File: src/rtl/game_pkg.sv
// Shared types and constants for the Finger-Dancer round sequencer.
package game_pkg;

  // Game-level phases of the round sequencer.
  typedef enum logic [2:0] {
    ST_IDLE,
    ST_COUNT,
    ST_PLAY,
    ST_GAP,
    ST_OVER
  } state_t;

  // Width of every phase-length quantity (countdown, play window, gap).
  localparam int unsigned PHASE_W = 4;

  // Width of the lives counter (supports up to 7 lives).
  localparam int unsigned LIVES_W = 3;

  // Default timing and scoring constants.
  localparam int unsigned DEF_LIVES      = 3;
  localparam int unsigned DEF_START_TIME = 8;
  localparam int unsigned DEF_MIN_TIME   = 2;
  localparam int unsigned DEF_GAP_TICKS  = 4;
  localparam int unsigned DEF_SCORE_W    = 8;

endpackage

File: src/rtl/phase_counter.sv
// Loadable 4-bit down-counter shared by the COUNT, PLAY and GAP phases.
// A load always wins over a tick in the same cycle, so a phase entry is
// never shortened by the tick that caused it.
module phase_counter
  import game_pkg::*;
(
  input  logic               clk,
  input  logic               rst_n,
  input  logic               load,
  input  logic [PHASE_W-1:0] load_value,
  input  logic               en,
  output logic [PHASE_W-1:0] remaining,
  output logic               expire
);

  // Last tick of the running phase.
  assign expire = en && (remaining == PHASE_W'(1));

  // Counter register: load has priority, then gated decrement.
  always_ff @(posedge clk or negedge rst_n) begin
    if (!rst_n) begin
      remaining <= '0;
    end else if (load) begin
      remaining <= load_value;
    end else if (en && (remaining != '0)) begin
      remaining <= remaining - PHASE_W'(1);
    end
  end

endmodule

File: src/rtl/round_sequencer.sv
// Game-level controller for Finger-Dancer: sequences countdown, play
// windows and inter-round gaps, keeps score and lives, and shortens the
// play window as rounds accumulate.
module round_sequencer
  import game_pkg::*;
#(
  parameter int unsigned LIVES         = DEF_LIVES,
  parameter int unsigned START_TIME    = DEF_START_TIME,
  parameter int unsigned MIN_TIME      = DEF_MIN_TIME,
  parameter int unsigned SPEEDUP_EVERY = 4,
  parameter int unsigned GAP_TICKS     = DEF_GAP_TICKS,
  parameter int unsigned COUNT_TICKS   = 3,
  parameter int unsigned SCORE_W       = DEF_SCORE_W
) (
  input  logic               clk,
  input  logic               INIT_n,
  input  logic               tick,
  input  logic               start,
  input  logic               hit,
  input  logic               miss,
  output logic               gameState,
  output logic [PHASE_W-1:0] roundTime,
  output logic [PHASE_W-1:0] remaining,
  output logic [SCORE_W-1:0] round_num,
  output logic [SCORE_W-1:0] score,
  output logic [LIVES_W-1:0] lives,
  output logic               new_round,
  output logic               game_over
);

  // Parameters resized once to the widths they are compared against.
  localparam logic [LIVES_W-1:0] LIVES_V = LIVES_W'(LIVES);
  localparam logic [PHASE_W-1:0] START_V = PHASE_W'(START_TIME);
  localparam logic [PHASE_W-1:0] MIN_V   = PHASE_W'(MIN_TIME);
  localparam logic [PHASE_W-1:0] GAP_V   = PHASE_W'(GAP_TICKS);
  localparam logic [PHASE_W-1:0] COUNT_V = PHASE_W'(COUNT_TICKS);
  localparam logic [SCORE_W-1:0] SPEED_V = SCORE_W'(SPEEDUP_EVERY);

  state_t             state, state_nx;
  logic [SCORE_W-1:0] score_nx, round_nx;
  logic [LIVES_W-1:0] lives_nx;
  logic [PHASE_W-1:0] round_time_nx;
  logic               new_round_nx;

  logic               cnt_load;
  logic [PHASE_W-1:0] cnt_value;
  logic               cnt_en;
  logic               cnt_expire;

  logic               resolve;
  logic               lose_life;

  // The shared phase timer only runs while a timed phase is active.
  assign cnt_en = tick && ((state == ST_COUNT) || (state == ST_PLAY) ||
                           (state == ST_GAP));

  // A round ends on the first of miss, hit or timeout; miss outranks hit,
  // and only a miss or a timeout costs a life.
  assign resolve   = (state == ST_PLAY) && (miss || hit || cnt_expire);
  assign lose_life = (state == ST_PLAY) && (miss || (!hit && cnt_expire));

  phase_counter u_phase_counter (
    .clk        (clk),
    .rst_n      (INIT_n),
    .load       (cnt_load),
    .load_value (cnt_value),
    .en         (cnt_en),
    .remaining  (remaining),
    .expire     (cnt_expire)
  );

  // Next-state, scoring, lives, speed-up and phase-timer load decisions.
  always_comb begin
    // NOTE: every signal gets a default first so no path through the case leaves it unassigned (which would infer a latch).
    state_nx      = state;
    score_nx      = score;
    round_nx      = round_num;
    lives_nx      = lives;
    round_time_nx = roundTime;
    new_round_nx  = 1'b0;
    cnt_load      = 1'b0;
    cnt_value     = '0;

    unique case (state)
      ST_IDLE, ST_OVER: begin
        if (start) begin
          state_nx      = ST_COUNT;
          score_nx      = '0;
          round_nx      = '0;
          lives_nx      = LIVES_V;
          round_time_nx = START_V;
          cnt_load      = 1'b1;
          cnt_value     = COUNT_V;
        end
      end

      ST_COUNT, ST_GAP: begin
        if (cnt_expire) begin
          state_nx     = ST_PLAY;
          round_nx     = (round_num == '1) ? round_num
                                           : round_num + SCORE_W'(1);
          new_round_nx = 1'b1;
          cnt_load     = 1'b1;
          cnt_value    = roundTime;
        end
      end

      ST_PLAY: begin
        if (lose_life) begin
          lives_nx = lives - LIVES_W'(1);
        end
        if (hit && !miss) begin
          score_nx = (score == '1) ? score : score + SCORE_W'(1);
        end
        if (resolve) begin
          cnt_load = 1'b1;
          if (lose_life && (lives == LIVES_W'(1))) begin
            state_nx  = ST_OVER;
            cnt_value = '0;
          end else begin
            state_nx  = ST_GAP;
            cnt_value = GAP_V;
            if (((round_num % SPEED_V) == '0) && (roundTime > MIN_V)) begin
              round_time_nx = roundTime - PHASE_W'(1);
            end
          end
        end
      end

      default: begin
        state_nx = ST_IDLE;
      end
    endcase
  end

  // State and registered outputs; all flags derive from the next state.
  always_ff @(posedge clk or negedge INIT_n) begin
    if (!INIT_n) begin
      // NOTE: every register here has an explicit reset value; the design holds no memories that could legitimately skip reset.
      state     <= ST_IDLE;
      gameState <= 1'b0;
      roundTime <= START_V;
      round_num <= '0;
      score     <= '0;
      lives     <= LIVES_V;
      new_round <= 1'b0;
      game_over <= 1'b0;
    end else begin
      // NOTE: non-blocking assignments so every register samples the pre-edge values computed above.
      state     <= state_nx;
      gameState <= (state_nx == ST_PLAY);
      roundTime <= round_time_nx;
      round_num <= round_nx;
      score     <= score_nx;
      lives     <= lives_nx;
      new_round <= new_round_nx;
      game_over <= (state_nx == ST_OVER);
    end
  end

endmodule
File: config.mk
export PLATFORM = sky130hd
export DESIGN_NAME = round_sequencer
export DESIGN_NICKNAME = d
export VERILOG_FILES = /design/src/rtl/game_pkg.sv /design/src/rtl/phase_counter.sv /design/src/rtl/round_sequencer.sv
export SDC_FILE = /design/constraint.sdc
export NUM_CORES = 1
export LEC_CHECK = 0
export CAP_MARGIN = 0
export CORE_MARGIN = 3
export CORE_UTILIZATION = 56
export DETAILED_ROUTE_END_ITERATION = 8
export PLACE_DENSITY_LB_ADDON = 0.05
export SLEW_MARGIN = 20
export SYNTH_ARGS = -nofsm -noshare
export SYNTH_HDL_FRONTEND = slang
export SYNTH_HIERARCHICAL = 1
export SYNTH_SLANG_ARGS = --single-unit
export TNS_END_PERCENT = 1
File: constraint.sdc
create_clock -name clk -period 5.76 [get_ports clk]
set_input_delay 1.44 -clock clk [delete_from_list [all_inputs] [get_ports clk]]
set_output_delay 1.44 -clock clk [all_outputs]
set_load 0.1 [all_outputs]
======== Yosys cells after proc, flatten, opt, wreduce, memory -nomap -nowiden ========
Index checks and enable logic that the tools add are counted.
operators by class
  $add $sub $neg .......................... 5
  $lt $le $gt $ge ......................... 1
  eq/ne operators ......................... 19
  multiplexer cells ....................... 32
  reduce and logical (&&, ||, !) cells .... 28
operators by type and width
  kind                                                                   count
  8-bit 2-to-1 mux                                                       5
  8-bit one-hot mux with 2 select lines                                  2
  4-bit 2-to-1 mux                                                       7
  3-bit 2-to-1 mux                                                       8
  8-bit by 1-bit adder with 8-bit output (second input constant)         2
  8-bit == test (second input constant)                                  2
  2-bit inequality test (second input constant)                          7
  4-bit one-hot mux with 3 select lines                                  1
  3-bit by 2-bit == test with 1-bit output (second input constant)       3
  1-bit logical AND                                                      9
  3-bit one-hot mux with 3 select lines                                  1
  8-bit logical NOT                                                      1
  4-bit one-hot mux with 2 select lines                                  1
  4-bit AND reduction                                                    2
  4-bit by 1-bit subtractor with 4-bit output (second input constant)    2
  3-bit by 1-bit == test with 1-bit output (second input constant)       2
  3-bit == test (second input constant)                                  2
  3-bit one-hot mux with 2 select lines                                  1
  2-bit nonzero test                                                     3
  1-bit logical OR                                                       5
  5-bit AND reduction                                                    1
  4-bit by 1-bit == test with 1-bit output (second input constant)       1
  4-bit by 2-bit > comparator with 1-bit output (second input constant)  1
  1-bit 2-to-1 mux                                                       4
  other kinds (9)                                                        12
storage, ports and cells
  register bits after elaboration ......... 33
  bits of input ports ..................... 6

======== Depth between registers and ports, before layout ========
  depth in word-level cells ............... 13
  depth in mapped cells ................... 11
  depth with buffers taken out ............ 9

======== Cells and area by module ========
The synthesis kept the hierarchy.
modules (own cells, without submodules)
  module           times used  cells each  area each (um2)  seq. area each (um2)
  round_sequencer  1           172         1655.3           729.4
  phase_counter    1           30          266.5            100.1

======== Worst setup path after synthesis ========
Ideal clock, no wire load.
  path kind ............................... input -> register
  start ................................... input tick
  end ..................................... register roundTime[1]
  arrival time ............................ 3457 ps
  setup slack ............................. 2177 ps
  stages on the path ...................... 7
  buffers on the path ..................... 0
  cells stage by stage .................... nor3b_1 nand2_1 nor3_1 or3_1 o311ai_1 a2111oi_2 mux2_2
between the ends
  word-level cells in the longest chain between the ends .. 8
  elaborated cells between the ends (all ways) .. 11
ends and longest elaborated chain
  element                                 RTL line                text
  start: declaration                      round_sequencer.sv:17   input logic tick,
  1-bit logical AND *                     round_sequencer.sv:54   assign cnt_en = tick && ((state == ST_COUNT) || (state == ST_PLAY) ||
  1-bit logical AND *                     phase_counter.sv:17     assign expire = en && (remaining == PHASE_W'(1));
  via cnt_expire                          round_sequencer.sv:48   logic cnt_expire;
  1-bit logical AND                       round_sequencer.sv:60   assign lose_life = (state == ST_PLAY) && (miss || (!hit && cnt_expire));
  1-bit logical OR                        round_sequencer.sv:60
  1-bit logical AND                       round_sequencer.sv:60
  1-bit logical AND                       round_sequencer.sv:117  if (lose_life && (lives == LIVES_W'(1))) begin
  2-bit inequality test (no source line)  n/a
  5-bit AND reduction (no source line) *  n/a
  end signal: assignment                  round_sequencer.sv:152  roundTime <= round_time_nx;
  end: declaration                        round_sequencer.sv:22   output logic [PHASE_W-1:0] roundTime,
Mark *: on every way through the listed nets, which the timed path passes. The rest lies on a longest branch.
A chain may end at the register's enable or synchronous reset.

======== Worst setup path in the final report ========
  start ................................... input tick
  end ..................................... register round_num[4]
between the ends
  word-level cells in the longest chain between the ends .. 4
ends and longest elaborated chain
  element                                 RTL line                text
  1-bit logical AND                       round_sequencer.sv:54
  via cnt_en                              round_sequencer.sv:47   logic cnt_en;
  1-bit logical AND                       phase_counter.sv:17
  via cnt_expire                          round_sequencer.sv:48
  2-bit inequality test (no source line)  n/a
  4-bit AND reduction (no source line)    n/a
  end signal: assignment                  round_sequencer.sv:153  round_num <= round_nx;
  end: declaration                        round_sequencer.sv:24   output logic [SCORE_W-1:0] round_num,
The timed path passes the listed nets, and every way through them passes these cells.

==> flow_summary.yaml <==
sta:
  slew_headroom_pct: 34.0
  setup_viol: 0
  timing.clock.skew_ps: 11.7
  hold_viol: 0
  worstMarginPinSlew_ps: 986
  period_minus_slack_ps: 4160
  fin_hold_ws_ps: 519
  tns_ps: 0
  grt_setup_unrepaired: "false"
  finalMaxSlewViolations: 0
  max_freq_mhz: 240
  post-route-period-util_pct: 72.2
global_routing:
  track_usage_pct: 23.9
  grt_pass1_wl_um: 7790
  antenna_found_initial: 0
  grt_overflow_total: 0
  grt_pass1_vias: 1741
  grt_start_max_net_pins: 34
routing:
  wl_per_cell_um: 15.9
  drt_wl_total_um: 4540
  ant_nets: 0
  route.met2.wl_um: 2360
  vias: 1719
  wl_met3_um: 265
  drc: 0
  drtIter0Drc: 166
  drt-met1-wl_um: 1810
  first_pass_iters: 4
  routed.top_layer: "met4"
  vias_per_cell: 6.03
clock_tree:
  htree_levels: 2
  cts_buffer_depth: 2
  postCtsSetupRepairBufs: 0
  cts_resized: 0
  hold_buffers: 0
  numCtsBuffers: 5
  worstSkewPairLatency_ps: 350
  clock_sinks: 33
  cts_tree: "yes"
  cts_root_buf: "clkbuf_4"
  clkTransAtPathRegs_ps: 110
critical_path:
  slowest_delay_ps: 610
  r2r_end: "round_num[4]"
  path_class: "in2reg"
  cp-end-kind: "register"
  r2r-start: "state[0]"
  ff2ff_path_depth: 8
  crit_family: "simple AND/OR/NAND/NOR gates"
  cp.arrival_ps: 4430
  critPathLaunchType: "primary input"
  crit_buf_inv: 1
  cp_max_fo: 11
  slowest_stage: "nor3b_1"
  cp_cell_sequence: "clkdlybuf4s50_1 -> nor3b_1 -> nand2_1 -> nor3_1 -> and3b_1 -> o32ai_2 -> or4_1 -> a21oi_1"
  crit_required_ps: 6030
  r2r_slack_ps: 2380
hold_path:
  min_from: "score[6]"
  holdPathEnd: "score[6]"
  min_path_cells: 1
  worstHoldPathType: "reg2reg"
die:
  die_y_um: 64.6
  io_pins: 36
  die_width_um: 64.6
  initial_core_util_pct: 61.0
  rows: 20
  core_mm2: 0.00315
  dieArea_mm2: 0.00417
power_and_ir_drop:
  finalPower_w: 0.00147
  peakVddDrop_uv: 431
  p_leak_nw: 1.00
  pwr_density_cell_mw_per_mm2: 613
cells_and_area:
  drive_gt1_share_pct: 9.96
  post-route-util_pct: 76.1
  num-nets-final: 255
  n_antenna_cell: 0
  areaGrowthSynthToFinish_pct: 24.9
  layout_commonest_cell: "clkdlybuf4s50_1"
  num-fill-cells: 230
  layout_common_cells: "35 x clkdlybuf4s50_1, 30 x dfrtp_1, 20 x nand2_1"
logic_synthesis:
  synth_ff_type: "dfrtp_1"
  syn-cell-area_mm2: 0.00192
  synth_seq_area_share_pct: 43.2
  postSynthCellCount: 202
  synth_edf_count: 0
  synth.distinct_cells: 52
  synthesis.nets: 217
  yosysWarnings: 6
  avgSynthCellArea_um2: 9.51
  synth_seq_cells: 33
  synthArstFlopShare_pct: 100
placement:
  gp_congestion: 0.820
  place_hpwl_um: 3220
  io_buffers: 35
outcome:
  status: "finished, final reports clean"
run:
  drv_cap: 0
metrics by stage:
stage               setup WS, ps  instances  cell area, um2
global placement            1480        277            2310
CTS                         1660        285            2390
floorplan                   2180        202            1920
finish                      1600        285            2400
global route                1370        285            2400
detailed placement          1290        277            2310
kinds of logic (layout without fill, tap and decap cells):
logic type | Yosys count | in the layout | share of synthesized area (%)
AOI/OAI and AO/OA | 53 | 53 | 19.0
xor gates and xnor gates | 2 | 2 | 0.912
adders and majority gates | 9 | 9 | 5.86
buffers and inverters | 20 | 59 | 4.36
DFF | 33 | 33 | 43.2
muxes | 5 | 5 | 2.67
and+or+nand+nor | 80 | 80 | 24.0
cell type report:
class                      count  area, um2  area share [%]
sequential                    33        830            34.6
multi-input combinational    149       1020            42.3
tap                           44       55.1            2.29
timing repair buffer          36        358            14.9
clock inverter                 1       30.0            1.25
clock buffer                   7       55.1            2.29
inverter                      15       56.3            2.35
cells in the mapped netlist, types with 4 or more instances:
library cell  count  area, um2
mux2i_1           4       40.0
a21oi_1          12       60.1
dfrtp_1          30        751
o21ai_0          14       70.1
nand2_1          20       75.1
o31ai_1           5       37.5
nor2b_1           5       31.3
inv_1            14       52.6
or3_1             6       37.5
nand3_1          11       55.1
or4_1             5       37.5
ha_1              9        113
nor2_1           10       37.5
how the worst max path moves through the flow:
stage | start | endpoint | slack (ps) | depth (start not counted)
floorplan | tick | roundTime[1] | 2180 | 7
global placement | tick | round_num[6] | 1480 | 8
detailed placement | tick | roundTime[1] | 1290 | 8
CTS | tick | roundTime[1] | 1660 | 8
global route | tick | round_num[4] | 1370 | 8
finish | tick | round_num[4] | 1600 | 8
report_power, final:
part | leakage (nW) | switching, W | internal (W)
Sequential | 0.428 | 0.0000922 | 0.000306
Combinational | 0.529 | 0.000642 | 0.000242
Clock | 0.0455 | 0.0000842 | 0.000104
state kept, by name, summed over array words and instances (netlist names):
register,flops
new_round,1
roundTime,4
state,3
lives,3
round_num,8
u_phase_counter/remaining,4
game_over,1
score,8
gameState,1
layer usage:
layer  vias up  global-route usage, %
li1        816                      -
met1       833                   26.7
met2        58                   42.0
met3        12                   7.63
met4         0                   9.76
met5         -                      0
(Power assumes the default switching activity.)
